==> src/rtl/render_output_collector.sv <==
// Frame sink for the 512-bit result stream: drains an ap_fifo read port under ap_start/ap_done control.
// Optional checksum accumulation is enabled with `define RENDER_COLLECTOR_CHECKSUM_EN.
module render_output_collector #(
  parameter int DATA_WIDTH     = 512,
  parameter int OUTPUT_SIZE    = 1024,
  parameter int CNT_WIDTH      = 32,
  parameter int TIMEOUT_CYCLES = 4096
) (
  input  logic                  ap_clk,
  input  logic                  ap_rst_n,
  input  logic                  ap_start,
  output logic                  ap_done,
  output logic                  ap_idle,
  output logic                  ap_ready,
  input  logic [DATA_WIDTH-1:0] din,
  input  logic                  empty_n,
  output logic                  read,
  input  logic                  sink_en,
  output logic [CNT_WIDTH-1:0]  word_cnt,
  output logic [CNT_WIDTH-1:0]  cycle_cnt,
  output logic [DATA_WIDTH-1:0] last_word,
  output logic                  timeout
`ifdef RENDER_COLLECTOR_CHECKSUM_EN
  ,
  output logic [31:0]           checksum
`endif
);

  typedef enum logic [1:0] {S_IDLE, S_RUN, S_DONE} state_t;

  localparam logic [CNT_WIDTH-1:0] LAST_IDX = CNT_WIDTH'(OUTPUT_SIZE - 1);
  localparam logic [CNT_WIDTH-1:0] WD_MAX   = CNT_WIDTH'(TIMEOUT_CYCLES - 1);

  state_t               state;
  logic [CNT_WIDTH-1:0] wdog;

  // read is combinational so the async reset (state -> IDLE) drops it at once
  assign read     = (state == S_RUN) & empty_n & sink_en;
  assign ap_ready = ap_done;

`ifdef RENDER_COLLECTOR_CHECKSUM_EN
  logic [31:0] fold;
  always_comb begin
    fold = '0;
    for (int i = 0; i < DATA_WIDTH / 32; i++) fold = fold ^ din[i*32 +: 32];
  end
`endif

  always_ff @(posedge ap_clk or negedge ap_rst_n) begin
    if (!ap_rst_n) begin
      state     <= S_IDLE;
      ap_idle   <= 1'b1;
      ap_done   <= 1'b0;
      timeout   <= 1'b0;
      word_cnt  <= '0;
      cycle_cnt <= '0;
      last_word <= '0;
      wdog      <= '0;
`ifdef RENDER_COLLECTOR_CHECKSUM_EN
      checksum  <= '0;
`endif
    end else begin
      case (state)
        S_IDLE: begin
          if (ap_start) begin
            state     <= S_RUN;
            ap_idle   <= 1'b0;
            word_cnt  <= '0;
            cycle_cnt <= '0;
            timeout   <= 1'b0;
            wdog      <= '0;
`ifdef RENDER_COLLECTOR_CHECKSUM_EN
            checksum  <= '0;
`endif
          end
        end
        S_RUN: begin
          if (cycle_cnt != '1) cycle_cnt <= cycle_cnt + 1'b1;
          if (read) begin
            // a consume always clears the watchdog, so it beats a same-cycle timeout
            word_cnt  <= word_cnt + 1'b1;
            last_word <= din;
            wdog      <= '0;
`ifdef RENDER_COLLECTOR_CHECKSUM_EN
            checksum  <= {checksum[30:0], checksum[31]} ^ fold;
`endif
            if (word_cnt == LAST_IDX) begin
              state   <= S_DONE;
              ap_done <= 1'b1;
            end
          end else if (!empty_n) begin
            if (wdog == WD_MAX) begin
              state   <= S_DONE;
              ap_done <= 1'b1;
              timeout <= 1'b1;
            end else begin
              wdog <= wdog + 1'b1;
            end
          end
        end
        S_DONE: begin
          state   <= S_IDLE;
          ap_done <= 1'b0;
          ap_idle <= 1'b1;
        end
        default: begin
          state   <= S_IDLE;
          ap_done <= 1'b0;
          ap_idle <= 1'b1;
        end
      endcase
    end
  end

endmodule

==> config.mk <==
export PLATFORM = sky130hd
export DESIGN_NAME = render_output_collector
export DESIGN_NICKNAME = d
export VERILOG_FILES = /design/src/rtl/render_output_collector.sv
export SDC_FILE = /design/constraint.sdc
export NUM_CORES = 1
export LEC_CHECK = 0
export CORE_AREA = 5 5 427 429
export DETAILED_ROUTE_END_ITERATION = 8
export DIE_AREA = 0 0 432 434
export GPL_TIMING_DRIVEN = 1
export HOLD_SLACK_MARGIN = 0.08
export SYNTH_ARGS = -nofsm -noshare
export SYNTH_HDL_FRONTEND = slang
export SYNTH_SLANG_ARGS = --single-unit
==> constraint.sdc <==
create_clock -name ap_clk -period 5.6 [get_ports ap_clk]
set_input_delay 0.56 -clock ap_clk [delete_from_list [all_inputs] [get_ports ap_clk]]
set_output_delay 0.56 -clock ap_clk [all_outputs]
set_load 0.01 [all_outputs]
==> results of run 1 <==
## per-layer routing
metal  track usage  up-vias  part of all wire
met5             0        -           0.00064
met4        0.0599        8             0.030
met3        0.0741      225              0.11
met2         0.246      842              0.48
met1         0.182    11400              0.39
li1              -    10800                 -
## cell usage after synthesis (18+ instances only)
cell type | n | area [sq um]
a21oi_1 | 26 | 130
nor2_1 | 75 | 282
nor4_1 | 19 | 119
clkbuf_1 | 116 | 435
o21ai_0 | 57 | 285
nand4_1 | 32 | 200
xnor2_1 | 26 | 228
xor2_1 | 20 | 175
nor3_1 | 18 | 90.1
nand3_1 | 27 | 135
dfrtp_1 | 612 | 15300
nand2_1 | 1585 | 5950
## layout by cell type (no fill, tap or decap), types with 22 or more instances in the layout
| cell type | Yosys | layout |
|---|---|---|
| nand2_1 | 1585 | 1585 |
| clkdlybuf4s50_1 | 0 | 1096 |
| dfrtp_1 | 612 | 612 |
| clkbuf_16 | 0 | 87 |
| nor2_1 | 75 | 75 |
| o21ai_0 | 57 | 57 |
| nand4_1 | 32 | 32 |
| diode_2 | 0 | 26 |
| nand3_1 | 27 | 26 |
| xnor2_1 | 26 | 26 |
| a21oi_1 | 26 | 25 |
| clkbuf_8 | 0 | 22 |
## registers in the layout, indices dropped and copies added, names as in the netlist
name,cells
timeout,1
word_cnt,32
last_word,512
cycle_cnt,32
ap_done,1
ap_idle,1
wdog,32
state,2
## worst max-delay path by stage
stage | end | slack, ps | cells past startpoint
6_report | read | 1680 | 4
5_1_grt | read | 1340 | 4
4_1_cts | read | 1430 | 4
3_5_place_dp | read | 2250 | 4
3_3_place_gp | read | 2310 | 4
2_1_floorplan | cycle_cnt[23]$_DFFE_PN0P_ | 3440 | 9
## repair_timing
item / in CTS / in global routing
buffers inserted: 0 / 0
hold buffers: 1 / 0
endpoints found under the hold margin: 81 / 0
setup endpoints to repair: 0 / 0
## power by group through the flow
stage                     registers [mW]  logic [mW]  clock network (mW)
after floorplan                     7.74        1.81                   0
after global placement              7.34        8.12                   0
after detailed placement            7.36        8.13                   0
after CTS                           7.34        8.17                6.16
after global routing                7.58        8.61                6.33
final                               7.40        7.98                5.96
## final cells by class
class                           count  area share
Antenna cell                       26     0.00158
Clock buffer                      120      0.0612
Clock inverter                     36      0.0127
Inverter                           16     0.00164
Multi-Input combinational cell   1992       0.205
Sequential cell                   613       0.372
Tap cell                         2355      0.0715
Timing Repair Buffer             1124       0.274
## kinds of logic after synthesis
group                      count (synthesis)
and+or+nand+nor                         1818
DFF                                      613
buffers and inverters                    151
AOI/OAI and AO/OA                        124
xor gates and xnor gates                  46
adders and majority gates                  3
muxes                                      1
## critical path, delay by kind of cell, from the launching register on
family,cells,cell delay [ps]
flops,1,570
buf+inv,2,1140
simple gates,2,910
==> run_results.csv, run 1 <==
group,metric,value,unit
clock_network,cts_tree,"built",
clock_network,clk_latency,700,ps
route,drt-pass1-iter-count,7,
grt,grt_max_degree,161,
finish,syn2layout_area_growth,69.2,%
synthesis,synth_top_family_by_area,"simple AND/OR/NAND/NOR gates",
sta,fin_hold_ws,384,ps
synthesis,ys_types,55,
grt,antenna_found_initial,71,
route,route.detailed.drc,0,
synthesis,synth-simple-area-share,0.297,
power,switching_share,0.369,
placement,placed_cells,6099,
critical_path,crit_arrival,3360,ps
critical_path,cp-end-kind,"output pin",
critical_path,cp_slowest_cell,"nor2b_1",
route,finalWirelength,152000,um
synthesis,muxShareOfSynthArea,0.000411,
floorplanning,start_util,0.137,
critical_path,reg2reg_depth,6,
critical_path,critPathMaxStageDelay,730,ps
route,wl_per_cell,24.2,um
critical_path,worstPathCellList,"nor2b_1 -> nand3_4 -> inv_8 -> clkdlybuf4s50_1",
synthesis,synth_xor_area_frac,0.0165,
sta,maxClockFrequency,0.255,GHz
placement,post-place-ws,2250,ps
finish,drive_above_1_share,0.0469,
clock_network,cts_buffer_depth,3,
sta,period_share,0.701,
grt,grt_usage,0.155,
synthesis,synth-seq-cells,613,
grt,overflow,0,
grt,grt_pass1_vias,23500,
synthesis,async_flop_share,1.00,
clock_network,cts_buffers,85,
critical_path,cp.required,5040,ps
synthesis,synth_edf_count,0,
synthesis,synth.net_count,3276,
clock_network,cts_resized,0,
route,first_iter_violations,1770,
route,final_antenna_net_count,0,
sta,rsz0062_at_grt,"false",
sta,relSlewSlack,0.290,
sta,fin_crit,3920,ps
clock_network,cts-root-buf,"clkbuf_16",
route,via_count,23300,
worst_hold_path,hold_depth,3,
floorplanning,die_w,432,um
power,intPower,13.5,mW
synthesis,synthCells,2756,
placement,gp_congestion,0.957,
sta,hold_viol,0,
critical_path,reg2reg_from,"state[0]$_DFFE_PN0P_",
placement,hpwl,120000,um
worst_hold_path,hp-start,"din[352]",
clock_network,htree_levels,3,
clock_network,cts.sinks,613,
clock_network,cts.clk_slew.worst_paths,60,ps
power,power_frac_comb,0.374,
synthesis,yosysWarnings,0,
critical_path,regToRegSetupSlack,2490,ps
finish,finalNonFillerCells,6282,
finish,register_area,0.0153,sq mm
synthesis,syn_area,0.0244,sq mm
power,leakage,18.8,nW
power,p_seq_frac,0.347,
sta,setup_slack,1680,ps
placement,portBuffers,1097,
finish,final_util,0.232,
finish,fillers,19300,
worst_hold_path,hold_end,"last_word[352]$_DFFE_PN0P_",
synthesis,seq_area_frac_synth,0.630,
synthesis,synthFlopType,"dfrtp_1",
job,cap_violations,0,
placement,placed_area,0.0381,sq mm
synthesis,syn_avg_cell_area,8.84,sq um
synthesis,synth_fa_ha_area_frac,0.00154,
grt,grt_pass1_wl,201000,um
finish,final_area,0.0412,sq mm
run_status,status,"finished, final reports clean",
critical_path,start_kind,"flop",
floorplanning,dieArea,0.187,sq mm
power,p_per_area,518,mW/mm^2
floorplanning,rows,155,
sta,tightest_slew,1060,ps
sta,fin_tns_setup,0,ps
critical_path,worstSetupStartpoint,"state[0]$_DFFE_PN0P_",
power,p_total,21.3,mW
power,ir_drop,295,uV
synthesis,synth_compound_area_frac,0.0308,
floorplanning,coreArea,0.178,sq mm
worst_hold_path,hp-class,"input pin to flop",
route,via_per_inst,3.71,
power,power_frac_clock,0.279,
finish,multi_input_area,0.00845,sq mm
sta,skew,31.1,ps
critical_path,worstPathMaxFanout,95,
sta,setup_viol,0,
power,p_sw,7.88,mW
critical_path,critPathKind,"flop to output pin",
finish,fin_nets,4352,
critical_path,reg2reg_to,"last_word[303]$_DFFE_PN0P_",
floorplanning,die_y,434,um
sta,drv_slew,0,
floorplanning,io_pins,1098,
Note: power is estimated with default switching activity, not from simulation.
==> run 2: changes to the inputs <==
--- a/config.mk
+++ b/config.mk
@@ -5,9 +5,9 @@
 export SDC_FILE = /design/constraint.sdc
 export NUM_CORES = 1
 export LEC_CHECK = 0
-export CORE_AREA = 5 5 427 429
+export CORE_AREA = 5 5 429 431
 export DETAILED_ROUTE_END_ITERATION = 8
-export DIE_AREA = 0 0 432 434
+export DIE_AREA = 0 0 434 436
 export GPL_TIMING_DRIVEN = 1
 export HOLD_SLACK_MARGIN = 0.08
 export SYNTH_ARGS = -nofsm -noshare
==> constraint.sdc (replaced) <==
create_clock -name ap_clk -period 4 [get_ports ap_clk]
set_input_delay 0.4 -clock ap_clk [delete_from_list [all_inputs] [get_ports ap_clk]]
set_output_delay 0.4 -clock ap_clk [all_outputs]
set_load 0.01 [all_outputs]
==> run_results.csv, run 2 (synthesized netlist as in run 1, its figures left out) <==
group,metric,value,unit
grt,overflow,0,
route,wl_per_cell,24.2,um
route,via_count,23400,
finish,final_area,0.0412,sq mm
floorplanning,die_w,434,um
finish,fillers,19400,
critical_path,cp-end-kind,"output pin",
finish,syn2layout_area_growth,69.3,%
run_status,status,"finished, final reports clean",
sta,setup_viol,0,
clock_network,cts.sinks,613,
finish,largest_reg_flops,512,
placement,portBuffers,1097,
power,leakage,18.8,nW
route,drt-pass1-iter-count,5,
job,cap_violations,0,
sta,maxClockFrequency,0.305,GHz
clock_network,cts.clk_slew.worst_paths,60,ps
finish,drive_above_1_share,0.0491,
sta,skew,34.0,ps
critical_path,path_buf_inv,3,
sta,fin_crit,3280,ps
critical_path,cp.required,3600,ps
clock_network,htree_levels,3,
clock_network,cts_resized,0,
critical_path,critPathKind,"flop to output pin",
floorplanning,io_pins,1098,
worst_hold_path,hold_end,"last_word[166]$_DFFE_PN0P_",
route,met2WireLength,72300,um
clock_network,clk_latency,720,ps
sta,hold_viol,0,
sta,fin_hold_ws,208,ps
critical_path,worstPathMaxFanout,47,
route,m1WireLength,59300,um
placement,placed_area,0.0383,sq mm
clock_network,cts_buffers,83,
critical_path,cp_slowest_cell,"clkdlybuf4s50_1",
route,final_antenna_net_count,0,
sta,fin_tns_setup,0,ps
power,ir_drop,413,uV
critical_path,regToRegSetupSlack,1230,ps
worst_hold_path,hold_depth,3,
critical_path,critPathMaxStageDelay,630,ps
placement,gp_congestion,1.05,
route,highest_layer,"met5",
clock_network,cts_buffer_depth,3,
finish,multi_input_area,0.00845,sq mm
worst_hold_path,hp-class,"input pin to flop",
finish,fin_nets,4364,
power,p_per_area,721,mW/mm^2
placement,hpwl,121000,um
grt,antenna_found_initial,47,
floorplanning,die_y,436,um
critical_path,worstPathCellList,"nor2b_1 -> buf_4 -> nand3_4 -> inv_8 -> clkdlybuf4s50_1",
critical_path,reg2reg_from,"cycle_cnt[0]$_DFFE_PN0P_",
clock_network,cts-root-buf,"clkbuf_16",
finish,final_common_cell,"nand2_1",
floorplanning,start_util,0.136,
clock_network,post_cts_buffers,0,
floorplanning,dieArea,0.189,sq mm
sta,period_share,0.820,
critical_path,reg2reg_to,"cycle_cnt[9]$_DFFE_PN0P_",
clock_network,cts_tree,"built",
route,route.detailed.drc,0,
power,p_total,29.7,mW
critical_path,crit_arrival,2880,ps
clock_network,cts_hold_buffers,1,
finish,register_area,0.0153,sq mm
critical_path,start_kind,"flop",
finish,final_cell_mix,"1585 x nand2_1, 1096 x clkdlybuf4s50_1, 612 x dfrtp_1",
grt,grt_usage,0.155,
grt,grt_max_degree,171,
route,finalWirelength,152000,um
route,first_iter_violations,1802,
sta,rsz0062_at_grt,"false",
route,wl_met3,16400,um
worst_hold_path,hp-start,"din[166]",
sta,tightest_slew,1470,ps
finish,largest_register,"last_word",
critical_path,critPathTopFamily,"buffers and inverters",
critical_path,reg2reg_depth,7,
floorplanning,coreArea,0.180,sq mm
route,via_per_inst,3.73,
sta,drv_slew,0,
sta,relSlewSlack,0.0229,
grt,grt_pass1_wl,203000,um
grt,grt_pass1_vias,23200,
floorplanning,rows,156,
## run 2: changes by cell type in the layout (fill, tap and decap cells not counted), sizes merged
cell	before	now
clkinvlp	4	5
buf	27	41
diode	26	8
clkbuf	120	117
inv	22	23
clkinv	15	17
bufinv	11	8
## run 2: worst min-delay path: stages
cell,delay (ps)
clkdlybuf4s50_1,390
nand2_1,50
nand2_1,40
## run 2: layer usage
| metal | vias up | track usage |
|---|---|---|
| met4 | 10 | 0.0462 |
| met3 | 201 | 0.0712 |
| met2 | 879 | 0.252 |
| met5 | - | 0 |
| met1 | 11500 | 0.183 |
| li1 | 10800 | - |
## run 2: worst max-delay path by stage
stage | endpoint | from | slack [ps] | cells after the start
2_1_floorplan | cycle_cnt[23]$_DFFE_PN0P_ | cycle_cnt[0]$_DFFE_PN0P_ | 1840 | 9
3_3_place_gp | word_cnt[27]$_DFFE_PN0P_ | empty_n | 1070 | 7
3_5_place_dp | word_cnt[31]$_DFFE_PN0P_ | empty_n | 1050 | 7
4_1_cts | read | state[0]$_DFFE_PN0P_ | 510 | 5
5_1_grt | read | state[0]$_DFFE_PN0P_ | 480 | 5
6_report | read | state[0]$_DFFE_PN0P_ | 720 | 5
## run 2: metrics by stage
stage	utilization	cells	setup WS (ps)
3_5_place_dp	0.213	6128	1050
3_3_place_gp	0.213	6128	1070
4_1_cts	0.229	6283	510
2_1_floorplan	-	2756	1840
6_report	0.229	6291	720
5_1_grt	0.229	6290	482
## run 2: cell type report
class	count	area share
clock buffer	117	0.0591
tap	2370	0.0719
antenna	8	0.000485
inverter	16	0.00164
multi-input combinational	1992	0.205
timing repair buffer	1138	0.278
sequential	613	0.372
clock inverter	37	0.0121
## run 2: report_power, final
group	internal, mW	switching [mW]	leakage, nW
logic	5.28	6.00	9.65
clock network	4.81	3.23	1.43
registers	8.48	1.93	7.75
total	18.6	11.2	18.8
